==> src/rtl/rng_fill_ctrl.sv <==
// Packs serial LFSR bits into FIFO words and keeps the FIFO topped up above a
// low-water mark, tracking occupancy from observed pushes and accepted pops.
module rng_fill_ctrl #(
  parameter int FIFO_WIDTH = 8,
  parameter int FIFO_DEPTH = 8,
  parameter int LOW_WATER  = 2
) (
  input  logic                          clk,
  input  logic                          reset_n,
  input  logic                          enable,
  input  logic                          lfsr_out,
  input  logic                          lfsr_valid,
  output logic                          lfsr_enable,
  output logic                          fifo_push,
  output logic [FIFO_WIDTH-1:0]         fifo_data_in,
  input  logic                          fifo_full,
  input  logic                          fifo_pop,
  input  logic                          fifo_empty,
  output logic [$clog2(FIFO_DEPTH):0]   level,
  output logic                          busy,
  output logic [7:0]                    drop_count
);

  localparam int LW = $clog2(FIFO_DEPTH) + 1;
  localparam int CW = $clog2(FIFO_WIDTH + 1);
  localparam logic [LW-1:0] DEPTH_L = LW'(FIFO_DEPTH);
  localparam logic [LW-1:0] LOW_L   = LW'(LOW_WATER);
  localparam logic [CW-1:0] LAST_L  = CW'(FIFO_WIDTH - 1);

  typedef enum logic [1:0] {IDLE, FILL, PUSH} state_t;

  state_t                state_q, state_d;
  logic [CW-1:0]         bit_cnt_q, bit_cnt_d;
  logic [FIFO_WIDTH-1:0] shreg_q, shreg_d;
  logic [FIFO_WIDTH-1:0] word_q, word_d;
  logic [LW-1:0]         level_q, level_d;
  logic [7:0]            drop_q, drop_d;
  logic                  push_acc;
  logic                  pop_acc;

  assign push_acc = (state_q == PUSH) && !fifo_full;
  assign pop_acc  = fifo_pop && !fifo_empty;

  always_comb begin
    state_d   = state_q;
    bit_cnt_d = bit_cnt_q;
    shreg_d   = shreg_q;
    word_d    = word_q;
    level_d   = level_q;
    drop_d    = drop_q;

    case (state_q)
      IDLE: begin
        if (enable && (level_q <= LOW_L)) state_d = FILL;
      end
      FILL: begin
        // enable is deliberately ignored here so a started word always completes
        if (lfsr_valid) begin
          shreg_d = {shreg_q[FIFO_WIDTH-2:0], lfsr_out};
          if (bit_cnt_q == LAST_L) begin
            word_d    = shreg_d;
            bit_cnt_d = '0;
            state_d   = PUSH;
          end else begin
            bit_cnt_d = bit_cnt_q + 1'b1;
          end
        end
      end
      PUSH: begin
        if (push_acc) begin
          if (!enable || (level_q + 1'b1 == DEPTH_L)) state_d = IDLE;
          else                                         state_d = FILL;
        end
      end
      default: state_d = IDLE;
    endcase

    if (lfsr_valid && (state_q != FILL) && (drop_q != 8'hFF))
      drop_d = drop_q + 8'd1;

    if (push_acc && !pop_acc && (level_q != DEPTH_L))
      level_d = level_q + 1'b1;
    else if (pop_acc && !push_acc && (level_q != '0))
      level_d = level_q - 1'b1;
  end

  always_ff @(posedge clk or negedge reset_n) begin
    if (!reset_n) begin
      state_q   <= IDLE;
      bit_cnt_q <= '0;
      shreg_q   <= '0;
      word_q    <= '0;
      level_q   <= '0;
      drop_q    <= '0;
    end else begin
      state_q   <= state_d;
      bit_cnt_q <= bit_cnt_d;
      shreg_q   <= shreg_d;
      word_q    <= word_d;
      level_q   <= level_d;
      drop_q    <= drop_d;
    end
  end

  // Status outputs decode straight from registers; only fifo_push sees an input
  assign lfsr_enable  = (state_q == FILL);
  assign busy         = (state_q != IDLE);
  assign fifo_push    = push_acc;
  assign fifo_data_in = word_q;
  assign level        = level_q;
  assign drop_count   = drop_q;

endmodule

==> config.mk <==
export PLATFORM = sky130hd
export DESIGN_NAME = rng_fill_ctrl
export DESIGN_NICKNAME = d
export VERILOG_FILES = /design/src/rtl/rng_fill_ctrl.sv
export SDC_FILE = /design/constraint.sdc
export NUM_CORES = 1
export LEC_CHECK = 0
export ABC_AREA = 1
export BUFFER_PORTS_ARGS = -buffer_cell sky130_fd_sc_hd__buf_2
export CORE_MARGIN = 2
export CORE_UTILIZATION = 30
export CTS_CLUSTER_SIZE = 16
export DETAILED_ROUTE_END_ITERATION = 10
export PLACE_DENSITY_LB_ADDON = 0.3
export SETUP_SLACK_MARGIN = 0.4
export SYNTH_ARGS = -nofsm -noshare
export SYNTH_HDL_FRONTEND = slang
export SYNTH_SLANG_ARGS = --single-unit
==> constraint.sdc <==
create_clock -name clk -period 1.61 [get_ports clk]
set_clock_uncertainty 0.2 [all_clocks]
set_input_delay 0.322 -clock clk [delete_from_list [all_inputs] [get_ports clk]]
set_output_delay 0.322 -clock clk [all_outputs]
set_load 0.01 [all_outputs]
---- Word-level counts from Yosys, hierarchy flattened ----
Cells that the tools add are included.
storage, ports and cells
  output and inout port bits .............. 23
  word-level logic and storage cells ...... 53
  flip-flop bits (word level) ............. 33
cells by class
  add/sub/neg operators ................... 4
  eq/ne operators ......................... 11
  mux-type cells .......................... 9
  magnitude comparators ................... 1
  reductions and logical operators ........ 22
operators with widths
  kind                                                             count
  2-to-1 mux 4 bit                                                 3
  logical AND 1 bit                                                9
  adder 4 x 1 -> 4 bit (second input constant)                     2
  adder 8 x 1 -> 8 bit (second input constant)                     1
  2-to-1 mux 2 bit                                                 4
  inequality test 8 bit (second input constant)                    1
  inequality test 2 bit (second input constant)                    3
  case mux 2 bit (3 select lines)                                  1
  logical NOT 1 bit                                                5
  == test 4 x 3 -> 1 bit (second input constant)                   1
  == test 4 bit (second input constant)                            1
  less-or-equal comparator 4 x 2 -> 1 bit (second input constant)  1
  inequality test 2 x 1 -> 1 bit (second input constant)           2
  inequality test 4 bit (second input constant)                    1
  AND reduction 4 bit                                              1
  nonzero test 2 bit                                               2
  nonzero test 4 bit                                               1
  subtractor 4 x 1 -> 4 bit (second input constant)                1
  AND reduction 3 bit                                              1
  == test 2 x 1 -> 1 bit (second input constant)                   1
  == test 2 bit (second input constant)                            1
  logical NOT 2 bit                                                1
  AND reduction 2 bit                                              1
  logical OR 1 bit                                                 1
  2-to-1 mux 1 bit                                                 1

---- Depth between registers and ports, before layout ----
Gate-level depths: netlist (run 1).
  depth after elaboration ................. 7
  depth in mapped cells ................... 9

---- Worst setup path before layout (run 1) ----
OpenSTA, ideal clock, no wires.
  kind .................................... register to register
  start ................................... reg level_q[0] (netlist: level[0])
  end ..................................... reg level_q[3] (netlist: level[3])
  library setup time ...................... 117 ps
  buffers on the path ..................... 0
  cell stages (with the launch flop) ...... 9
  path slack .............................. 42 ps
  clock period less this slack ............ 1,568 ps
  required time ........................... 1,293 ps
  arrival ................................. 1,251 ps
  path through ............................ dfrtp_1 inv_1 ha_1 nand3_1 nand3_2 nand2_2 inv_1 nand2_1 nand2_1
between the ends
  cells in the longest elaborated chain, start to end .. 3
RTL lines
  what                                                    RTL line  source
  start, declared                                         36        logic [LW-1:0] level_q, level_d;
  start signal, assigned                                  100       level_q <= level_d;
  subtractor 4 x 1 -> 4 bit (tied with other cells)       84        level_d = level_q - 1'b1;
  2-to-1 mux 4 bit (tied with other cells)                83        else if (pop_acc && !push_acc && (level_q != '0))
  2-to-1 mux 4 bit or nonzero test 2 bit (tied branches)  n/a
Several ways; a longest one is shown, not always the timed one. The select of a mux whose other input is x is not followed.
A chain may end at the register's enable or synchronous reset.

---- Final worst setup path (run 1) ----
  start ................................... reg state_q[0]
  end ..................................... out fifo_push
between the ends
  cells in the longest elaborated chain, start to end .. 2
RTL lines
  what                    RTL line  source
  start, declared         32        state_t state_q, state_d;
  start signal, assigned  96        state_q <= state_d;
  == test 2 bit           41        assign push_acc = (state_q == PUSH) && !fifo_full;
  logical AND 1 bit       41
  end, declared           14        output logic fifo_push,
No other way between the ends.

==> flow_results.org, run 1 <==
** Run status
- Run status :: complete, no violations

** Hold path
- HP Class :: in -> reg
- Cell depth of the worst hold path :: 3
- Worst min-delay path endpoint :: fifo_data_in[0]
- In this run the most critical hold path is launched from lfsr_out.

** Timing
- Hold timing on the final database bottoms out at a slack of 0.0871 ns.
- RSZ-0062 raised after global routing :: true
- Timing would allow up to 626 MHz.
- The smallest clock period supported by the final layout is computed as 1.60 ns.
- In this run the tightest slew margin relative to its limit is 0.784.
- Period utilisation layout :: 0.992
- Setup violation total in the final timing report :: 0
- Slew @ Worst Pin :: 0.324 ns
- Total count of max-transition violations in the final report :: 0
- Final worst setup slack :: 0.0125 ns
- Final Hold Violating Endpoints :: 0

** Setup path
- Slowest cell on the critical path :: dfrtp_1
- Chain of cells forming the critical path :: inv_2 -> nand2_2 -> nor2_4 -> buf_6
- Counting buffers and inverters, the worst setup path is 4 cells deep.
- The worst register-to-register path begins at state_q[0].
- Max Fanout on Critical Path :: 4
- CP startpoint kind :: register
- Tracing the worst setup path back leads to its startpoint at state_q[0].
- On the critical path the largest part of the delay comes from flip-flops.
- Required time worst endpoint :: 1.09 ns
- Critical path class :: reg -> out
- Arr. time, crit path :: 1.08 ns
- On the worst path, the slowest cell contributes a delay of 0.40 ns.
- Endpoint of the worst register-to-register path :: level[0]
- Count of buffering cells on the critical path with inverters included :: 2
- The worst setup path is captured at a primary output.
- Measured in cells, the most critical reg-to-reg path has a length of 10.
- R2r setup slk :: 0.05 ns

** Floorplanning
- From bottom edge to top edge, the die measures 79.7 um.
- For this configuration, the core starts out at a cell density of 0.312.
- The floorplan step defined a die boundary enclosing 6350 um^2.
- Row generation in the floorplan step produced 27 rows.
- Pin placement for this block handled 31 I/O pins.
- Core outline area :: 5510 um^2
- Horizontal extent of the die :: 79.7 um

** Synth
- Yosys top cell area share :: 0.481
- Largest cells by area after synthesis :: dfrtp_1 48%, nand2_1 20%, nand3_1 5.2%
- Most numerous cell in the Yosys netlist :: nand2_1
- Commonest cells in the netlist :: 92 x nand2_1, 33 x dfrtp_1, 19 x inv_1, 18 x nand3_1, 10 x nor2_1
- Leading register cell type out of synthesis :: dfrtp_1
- Number of flops mapped to enable cells by yosys :: 0
- Number of nets in the synthesized netlist :: 229
- After synthesis the netlist holds a flip-flop and latch count of 33.
- Per-instance average area after synthesis :: 7.95 um^2
- Synthesis produced 216 cells.
- Of the synthesized area, sequential elements account for 0.481.
- Cell area after technology mapping :: 1720 um^2
- Warnings from Yosys :: 0
- Post-synth ARST share :: 1.00
- The biggest area contributor in the post-synthesis netlist is dfrtp_1.
- Number of library cell types mapped by synthesis :: 26

** Clock network
- At the later pin of the worst-skew pair, clock insertion delay measures 0.28 ns.
- Root buffer cell :: clkbuf_8
- For this design, the sink count on the clock tree is 33.
- CTS tree :: yes
- The longest clock path from root to sink contains 2 buffers.
- Clock-pin slew was measured on the worst setup and hold paths at 0.07 ns.
- Level count of the clock H-tree :: 2
- The number of clock buffers added by TritonCTS is 5.

** Routing
- The pre-antenna-repair detailed-routing pass consisted of 4 iterations.
- Antenna Nets Post-Route :: 0
- For this run, design rule violations remaining after detail routing come to 0.
- Wire length per cell after detailed routing :: 12.7 um
- Post-Route WL :: 4790 um
- Detail-routed via count per cell :: 4.51
- First-iteration detailed-routing DRC count :: 66
- Via Count :: 1699

** Final layout
- Once layout is complete, the utilization of the core stands at 0.555.
- Compared with the post-synthesis result, the final layout area differs by 77.9%.
- Fraction of final layout cells sized beyond drive strength 1 :: 0.600
- The number of antenna diodes in the final layout is 0.
- Fin nets :: 317

** Power
- Power spread over the standard cell area amounts to 1600 nW/um^2.
- The analysis attributes to cell leakage a power of 0.00158 uW.
- The worst-case IR drop observed on VDD is 0.804 mV.

** Global route
- Pin count of the biggest net entering global routing :: 34
- The number of antenna violations at the first check in global routing came to 0.
- Global-route wire length before repair :: 7850 um
- The total overflow left after global routing is 0.
- Vias in the first global route :: 1681
- Across every metal layer, demand over resource in global routing totals 0.158.

** Placement
- Worst setup slack before clock tree synthesis :: 0.0950 ns
- The count of buffers added on input and output ports is 30.
- Routability-driven placement finished with a final weighted congestion of 0.828.
- Summed over all nets, the half-perimeter wirelength after detailed placement is 2620 um.

** Run
- Maxcap violations :: 0
[state kept, by name, summed over array words and instances, names as in the netlist]
signal,flops
bit_cnt_q,4
level,4
drop_count,8
state_q,2
shreg_q,7
fifo_data_in,8
[placed cells by master, fill, tap and decap left out, drive strengths merged]
master / Yosys / routed
nand2: 95 / 96
buf: 3 / 80
dfrtp: 33 / 33
inv: 23 / 23
nand3: 19 / 19
nor2: 13 / 13
o21ai: 10 / 10
clkbuf: 0 / 7
ha: 5 / 5
nand4: 3 / 3
nand3b: 3 / 3
xnor2: 3 / 3
clkinv: 0 / 2
xor2: 2 / 2
o21a: 1 / 1
nor3: 1 / 1
or2: 1 / 1
a21oi: 1 / 1
bufinv: 0 / 1
dlygate4sd3: 0 / 1
[repair_timing]
item / CTS / global route
cloned: 3 / 0
setup buffers: 38 / 10
pin swaps: 32 / 35
resized for setup: 79 / 40
hold endpoints to repair: 33 / 0
hold buffers: 1 / 0
endpoints found under the setup margin: 56 / 67
[worst register-to-register path, stage by stage, from the launching register on]
cell,delay (ns)
dfrtp_1,0.40
inv_2,0.11
nand2_2,0.08
nor2_4,0.10
buf_4,0.12
buf_6,0.09
nand3_4,0.11
nand2_4,0.11
inv_2,0.04
nand2_1,0.05
nand2_1,0.06
[cell families after synthesis]
family / count (synthesis) / share of synthesized area
DFF: 33 / 0.481
adders and majority gates: 5 / 0.0364
buffers and inverters: 26 / 0.0692
AOI/OAI and AO/OA: 12 / 0.0408
xor gates and xnor gates: 5 / 0.0255
and+or+nand+nor: 135 / 0.347
[through the flow]
step                      area, um^2  total power [uW]  TNS (ns)  cells
after floorplan                 1820              2400         0    216
after global placement          2050              2770         0    317
after detailed placement        2050              2790         0    317
after CTS                       2810              4560   -0.0115    367
after global routing            3060              5240   -0.0870    377
final                           3060              4890         0    377
[power by group]
part / switching, uW / leakage [uW] / internal [uW]
logic: 1250 / 0.00111 / 1360
clock network: 307 / 0.0000585 / 505
registers: 341 / 0.000416 / 1130
[worst max-delay path by stage]
stage | endpoint | slack, ns
2_1_floorplan | drop_count[4] | 0.16
3_3_place_gp | fifo_data_in[6] | 0.08
3_5_place_dp | fifo_data_in[6] | 0.09
4_1_cts | fifo_push | -0.01
5_1_grt | fifo_push | -0.05
6_report | fifo_push | 0.01
[routing by layer]
| metal | up-vias | GRT usage | wire length, um |
|---|---|---|---|
| li1 | 855 | - | - |
| met1 | 818 | 0.209 | 2130 |
| met2 | 22 | 0.255 | 2500 |
| met3 | 4 | 0.0452 | 130 |
| met4 | 0 | 0.0414 | 25 |
| met5 | - | 0 | 0 |
[layout make-up]
type / instances / area (um^2)
clock inverters: 1 / 30.0
repair buffers: 81 / 722
flip-flops and latches: 33 / 835
clock buffers: 7 / 86.3
fillers: 460 / 2450
inverters: 23 / 119
multi-input cells: 158 / 1150
well taps: 72 / 90.1
repair inverters: 2 / 20.0
No activity file was read; power rests on OpenSTA's default activity.
==> run 2: changes to the inputs <==
--- a/config.mk
+++ b/config.mk
@@ -12,7 +12,6 @@
 export CTS_CLUSTER_SIZE = 16
 export DETAILED_ROUTE_END_ITERATION = 10
 export PLACE_DENSITY_LB_ADDON = 0.3
-export SETUP_SLACK_MARGIN = 0.4
 export SYNTH_ARGS = -nofsm -noshare
 export SYNTH_HDL_FRONTEND = slang
 export SYNTH_SLANG_ARGS = --single-unit
==> run 2 against run 1 <==
Against the previous run: sequential share of layout area rose by 9.2 points; critical path type unchanged; combinational power fell by 46%; utilization fell by 14 points; critical path depth did not move; first-iteration DRC count rose by 92%.
==> flow_results.org, run 2 (synthesized netlist as in run 1, its figures left out) <==
** Run status
- The run finished with clean final reports.

** Final layout
- The count of antenna diodes in the layout was 0 (unchanged).
- The share of cells above drive strength 1 was 0.285 (-0.315).
- The layout filler cell count was 576 (+25%).
- The final-stage net count is 282 (-11%).
- The number of cells in the finished layout apart from fillers came to 342 (-9.3%).
- From synthesis to final layout, the design area changed by 31.9%.
- Leaving out fill and tap cells, the most frequent cell in the layout is nand2_1.
- Leaving out fill and tap cells, the most frequent cells in the layout are 90 x nand2_1, 32 x dfrtp_1, 29 x buf_2.

** Power
- The reported leakage power came to 0.00127 uW (-20%).
- Worst-case vdd ir drop :: 0.562 mV (-30%)
- Total power :: 3680 uW (-25%)
- The power per standard cell area came to 1620 nW/um^2 (+1.5%).

** Timing
- Total count of max-transition violations in the final report :: 0 (unchanged)
- Period utilisation layout :: 0.993 (about the same)
- Slew @ Worst Pin :: 0.397 ns (+0.0723 ns)
- Final worst setup slack :: 0.0114 ns (-0.00114 ns)
- Slew margin rel. :: 0.736 (-0.0482)
- The final number of setup-violating endpoints was 0 (unchanged).
- The highest clock frequency the design can meet came to 626 MHz (about the same).
- Final Hold Violating Endpoints :: 0 (unchanged)
- Setup repair after global routing could not meet its margin everywhere.
- The time the final worst path needs with I/O delays and setup was 1.60 ns (+0.00114 ns).
- Smallest hold slack :: 0.0510 ns (-0.0361 ns)

** Setup path
- Required time worst endpoint :: 1.09 ns (about the same)
- The endpoint identified for the worst register-to-register timing path is level[3].
- By startpoint and endpoint, the worst setup path is classified as reg -> out.
- The slowest stage of the critical path belongs to the cell dfrtp_1.
- Worst reg2reg startpoint :: state_q[1]
- Broken down by cell family, the worst path's largest delay share belongs to flip-flops.
- Tracing the worst setup path back leads to its startpoint at state_q[0].
- Arr. time, crit path :: 1.08 ns (about the same)
- STA classifies the critical path startpoint as a register.
- CP endpoint kind :: primary output
- Chain of cells forming the critical path :: inv_2 -> nand2_2 -> nor2_2 -> buf_2
- The slack of the worst reg-to-reg path is 0.13 ns (+0.08 ns).
- Worst reg2reg path depth :: 7 (-3)
- CP peak stage delay :: 0.39 ns (about the same)
- Max Fanout on Critical Path :: 4 (unchanged)
- Count of buffering cells on the critical path with inverters included :: 2 (unchanged)

** Global route
- Global-route congestion overflow total :: 0 (unchanged)
- Antenna violations before repair :: 0 (unchanged)
- Global Route met1 Usage :: 0.164 (-0.0448)
- Grt met2 use :: 0.179 (-0.0756)
- Met3 Track Usage GR :: 0.0328 (-0.0124)
- The via count of the first global-routing pass came to 1341 (-20%).
- The total routing usage reported by global routing was 0.120 (-0.0378).
- Pin count of the biggest net entering global routing :: 18 (-47%)
- Global-route wire length before repair :: 5980 um (-24%)
- In this run the most used layer during global routing was met2.

** Clock network
- TritonCTS built the clock tree.
- Max Buffers Root-to-Sink :: 2 (unchanged)
- The clock latency of the later-clocked register in the worst-skew pair is 0.28 ns (about the same).
- Root buffer cell :: clkbuf_8
- The number of sinks on the clock net is 33 (unchanged).
- The clock transition time at the flip-flop clock pins of the worst setup and hold paths is 0.07 ns (about the same).
- Level count of the clock H-tree :: 2 (unchanged)
- Cts bufs inserted :: 5 (unchanged)

** Run
- The count of max-cap constraint violations came to 0 (unchanged).

** Floorplanning
- The die width was 79.7 um (unchanged).
- The floorplan row count is 27 (unchanged).
- The chip height is 79.7 um (unchanged).
- Top-level I/O count :: 31 (unchanged)
- Initial core utilization :: 0.312 (unchanged)
- Core outline area :: 5510 um^2 (unchanged)
- Total die area :: 6350 um^2 (unchanged)

** Routing
- The detailed-router iteration count before antenna repair came to 4 (unchanged).
- The post-detailed-route wirelength per cell came to 10.2 um (-20%).
- The DRC marker count from the first detailed-route iteration came to 127 (+92%).
- Final routed DRC violation total :: 0 (unchanged)
- The total via count in the routed design came to 1457 (-14%).
- Antenna Nets Post-Route :: 0 (unchanged)
- The routed wire length came to 3490 um (-27%).
- Detail-routed via count per cell :: 4.26 (-5.5%)

** Placement
- The final HPWL from detailed placement came to 2530 um (-3.6%).
- Number of cells in the design after placement :: 326 (+2.8%)
- The number of I/O port buffers is 30 (unchanged).
- The pre-CTS worst setup slack is 0.0218 ns (-0.0732 ns).
- Final Wtd Congestion :: 0.825 (-0.41%)

** Hold path
- In this run the most critical hold path is launched from lfsr_out.
- The depth of the worst hold-timing path was 3 (unchanged).
- The tightest min-delay check is of the in -> reg type.
- Worst min-delay path endpoint :: shreg_q[0]
-- run 2: cell count changes in the layout (fill, tap and decap cells not counted), moves of 5 or more --
cell and delta:
nand3_4 -5, buf_6 -22, buf_2 +9, o21ai_0 +6, dfrtp_1 +6, nor2_4 -5
dfrtp_2 -6, buf_4 -15, nand2_1 +41, nand2_2 -32, nand3_1 +6, buf_12 -5
nand2_4 -7
-- run 2: per-stage QoR --
step,utilization,area [um^2],TNS [ns]
after global routing,0.411,2270,-0.0904
after global placement,0.368,2030,0
final,0.411,2270,0
after CTS,0.398,2190,0
after detailed placement,0.368,2030,0
after floorplan,-,1720,0
-- run 2: how the worst max path moves through the flow --
stage,end,cells after the start
6_report,fifo_push,4
5_1_grt,fifo_push,4
4_1_cts,busy,3
3_5_place_dp,drop_count[5],9
3_3_place_gp,fifo_data_in[6],6
2_1_floorplan,level[3],8
-- run 2: timing repair --
item                                   4_1_cts  5_1_grt
pin swaps                                    1        3
buffers inserted                             2        4
setup endpoints to repair                    4       21
hold buffers                                 1        0
gates cloned                                 0        1
endpoints found under the hold margin       16        0
resized for setup                            3        9
-- run 2: worst min-delay path, delay by kind of cell --
| family | cells | cell delay (ns) |
|---|---|---|
| and+or+nand+nor | 2 | 0.10 |
| buffers and inverters | 1 | 0.09 |
-- run 2: report_power, final --
| part | switching, uW | internal [uW] |
|---|---|---|
| combinational | 790 | 625 |
| sequential | 227 | 1120 |
| clock | 308 | 615 |
-- run 2: routing by layer --
metal  vias up  part of all wire
li1        783                 -
met1       647              0.50
met2        23              0.45
met3         4             0.042
met4         0             0.013
met5         -                 0
-- run 2: final cells by class --
| cell class | instances | area [um^2] | area share |
|---|---|---|---|
| multi-input cells | 158 | 815 | 0.359 |
| inverters | 23 | 93.8 | 0.0414 |
| clock buffers | 5 | 68.8 | 0.0304 |
| clock inverters | 3 | 65.1 | 0.0287 |
| flip-flops and latches | 33 | 827 | 0.365 |
| repair buffers | 48 | 307 | 0.135 |
| well taps | 72 | 90.1 | 0.0398 |
==> run 3: changes to the inputs <==
--- a/config.mk
+++ b/config.mk
@@ -12,6 +12,7 @@
 export CTS_CLUSTER_SIZE = 16
 export DETAILED_ROUTE_END_ITERATION = 10
 export PLACE_DENSITY_LB_ADDON = 0.3
+export RECOVER_POWER = 50
 export SYNTH_ARGS = -nofsm -noshare
 export SYNTH_HDL_FRONTEND = slang
 export SYNTH_SLANG_ARGS = --single-unit
==> run 3 against run 2 <==
Against the previous run: global-route usage unchanged; non-clock buffer count unchanged; total power down 0.11%; clock-buffer cell count unchanged; sequential cell count unchanged; final area down 0.55%; sequential power about the same.
==> flow_results.org, run 3 (synthesized netlist as in run 1, its figures left out) <==
** Timing
- The final count of hold timing violations was 0 (unchanged).
- Final-layout setup total negative slack :: 0 ns (unchanged)
- The slew of the pin with the lowest slew margin came to 0.402 ns (+0.00587 ns).
- Setup violation total in the final timing report :: 0 (unchanged)
- RSZ-0062 raised after global routing :: true
- Final critical-path required period :: 1.60 ns (-0.000000100 ns)
- The highest clock frequency the design can meet came to 626 MHz (unchanged).
- Total count of max-transition violations in the final report :: 0 (unchanged)
- Period utilisation layout :: 0.993 (about the same)
- Slew margin rel. :: 0.732 (-0.00392)

** Clock network
- Clock latency reported for the late side of the worst-skew pair :: 0.28 ns (about the same)
- TritonCTS built the clock tree.
- Level count of the clock H-tree :: 2 (unchanged)
- The clock buffer count from CTS came to 5 (unchanged).
- The maximum buffer depth of the clock tree was 2 (unchanged).
- The clock transition time at the flip-flop clock pins of the worst setup and hold paths is 0.07 ns (about the same).
- Root buffer cell :: clkbuf_8
- The number of sinks on the clock net is 33 (unchanged).

** Routing
- The DRC marker count from the first detailed-route iteration came to 117 (-7.9%).
- The total via count in the routed design was 1457 (unchanged).
- The via count normalized by instance count came to 4.26 (unchanged).
- Antenna Nets Post-Route :: 0 (unchanged)
- Wire length per cell after detailed routing :: 10.2 um (about the same)
- Length of the first detailed-routing pass in iterations :: 4 (unchanged)
- The routed wire length came to 3490 um (about the same).
- Final routed DRC violation total :: 0 (unchanged)

** Floorplanning
- The core box area was 5510 um^2 (unchanged).
- The count of pins on the block boundary was 31 (unchanged).
- The floorplan row count came to 27 (unchanged).
- The full die area was 6350 um^2 (unchanged).
- Height of the die :: 79.7 um (unchanged)
- The effective utilization at floorplan came to 0.312 (unchanged).
- Horizontal extent of the die :: 79.7 um (unchanged)

** Global route
- Global-route wire length before repair :: 5980 um (unchanged)
- The fraction of met1 tracks used by global routing was 0.164 (unchanged).
- Met3 Track Usage GR :: 0.0328 (unchanged)
- met2 is the most crowded layer.
- The total congestion overflow is 0 (unchanged).
- Overall Global Routing Usage :: 0.120 (unchanged)
- Antenna violations before repair :: 0 (unchanged)
- Pin count of the biggest net entering global routing :: 18 (unchanged)
- Grt met2 use :: 0.179 (unchanged)
- Vias in the first global route :: 1341 (unchanged)

** Final layout
- Fin nets :: 282 (unchanged)
- From synthesis to final layout, the design area changed by 31.2%.
- Commonest cells after routing, fill and taps aside :: 90 x nand2_1, 32 x dfrtp_1, 28 x buf_2
- Commonest non-fill, non-tap cell in the layout :: nand2_1
- Fraction of final layout cells sized beyond drive strength 1 :: 0.285 (unchanged)
- The count of antenna diodes in the layout came to 0 (unchanged).
- Finished Core Util :: 0.409 (-0.00227)
- The layout filler cell count is 577 (+0.17%).

** Setup path
- The required time of the critical path is 1.09 ns (about the same).
- The worst setup path is captured at a primary output.
- Max Fanout on Critical Path :: 4 (unchanged)
- CP startpoint kind :: register
- Arr. time, crit path :: 1.08 ns (about the same)
- Critical path class :: reg -> out

** Placement
- Post-detail-place hpwl :: 2530 um (unchanged)
- The number of I/O port buffers came to 30 (unchanged).
- The final weighted congestion in routability-driven placement came to 0.825 (unchanged).

** Power
- Sw Ratio :: 0.360 (about the same)
- Clock power share :: 0.251 (about the same)
- Worst-case vdd ir drop :: 0.562 mV (about the same)
- The internal power summed over all cells came to 2350 uW (-0.15%).
- Leakage power of the design :: 0.00126 uW (-0.36%)
- Power Dens Cells :: 1630 nW/um^2 (+0.45%)
- The net switching power figure came to 1320 uW (about the same).
- Combinational power share :: 0.384 (about the same)
- Proportion of power drawn by flip-flops and latches :: 0.365 (about the same)

** Hold path
- HP Class :: in -> reg

** Run status
- The flow ran to the end, and the final reports show no timing, DRC or antenna violations.

** Run
- The count of max-cap constraint violations came to 0 (unchanged).
## run 3: metrics by stage
step                      area, um^2  std cells  worst slack, ns  hold WS, ns  total power (uW)
after floorplan                 1720        216           0.0421       -0.174              2210
after global placement          2030        326           0.0327       0.0744              2690
after detailed placement        2030        326           0.0218       0.0805              2710
after CTS                       2190        337          0.00307       0.0460              3680
after global routing            2250        342          -0.0610       0.0612              4010
final                           2250        342           0.0114       0.0510              3680
## run 3: path summary, 6_finish.rpt
check,depth (start not counted),endpoint,slack [ns],start
max,4,fifo_push,0.01,state_q[0]
min,3,shreg_q[0],0.05,lfsr_out
max reg2reg,7,level[3],0.14,state_q[1]
min reg2reg,2,fifo_data_in[4],0.27,fifo_data_in[4]
max in group asynchronous,3,level[3],0.27,reset_n
min in group asynchronous,2,shreg_q[5],0.30,reset_n
## run 3: power groups by stage
stage	clock network (uW)	registers [uW]	logic (uW)
after floorplan	0	1410	796
after CTS	949	1350	1380
final	923	1340	1410
after global placement	0	1350	1340
after global routing	988	1390	1640
after detailed placement	0	1360	1350
## run 3: worst max-delay path, cell delays in order (launching register included)
cell and delay [ns]:
dfrtp_1 0.39, inv_2 0.11, nand2_2 0.06, nor2_2 0.10
buf_2 0.14
## run 3: what timing repair did
item                       4_1_cts  5_1_grt
pin swaps                        1        3
buffers inserted                 2        4
gates cloned                     0        1
setup endpoints to repair        4       21
gates resized for setup          3        9
hold buffers                     1        0
hold endpoints to repair        16        0
## run 3: cell type report
type,count,area [um^2],share of cell area
Clock buffer,5,68.8,0.0305
Clock inverter,3,65.1,0.0289
Multi-Input combinational cell,158,815,0.361
Sequential cell,33,827,0.367
Inverter,23,93.8,0.0416
Timing Repair Buffer,48,294,0.130
Tap cell,72,90.1,0.0400
## run 3: routing by layer
metal | vias to the layer above | part of all wire
li1 | 783 | -
met1 | 647 | 0.50
met2 | 23 | 0.45
met3 | 4 | 0.042
met4 | 0 | 0.013
met5 | - | 0
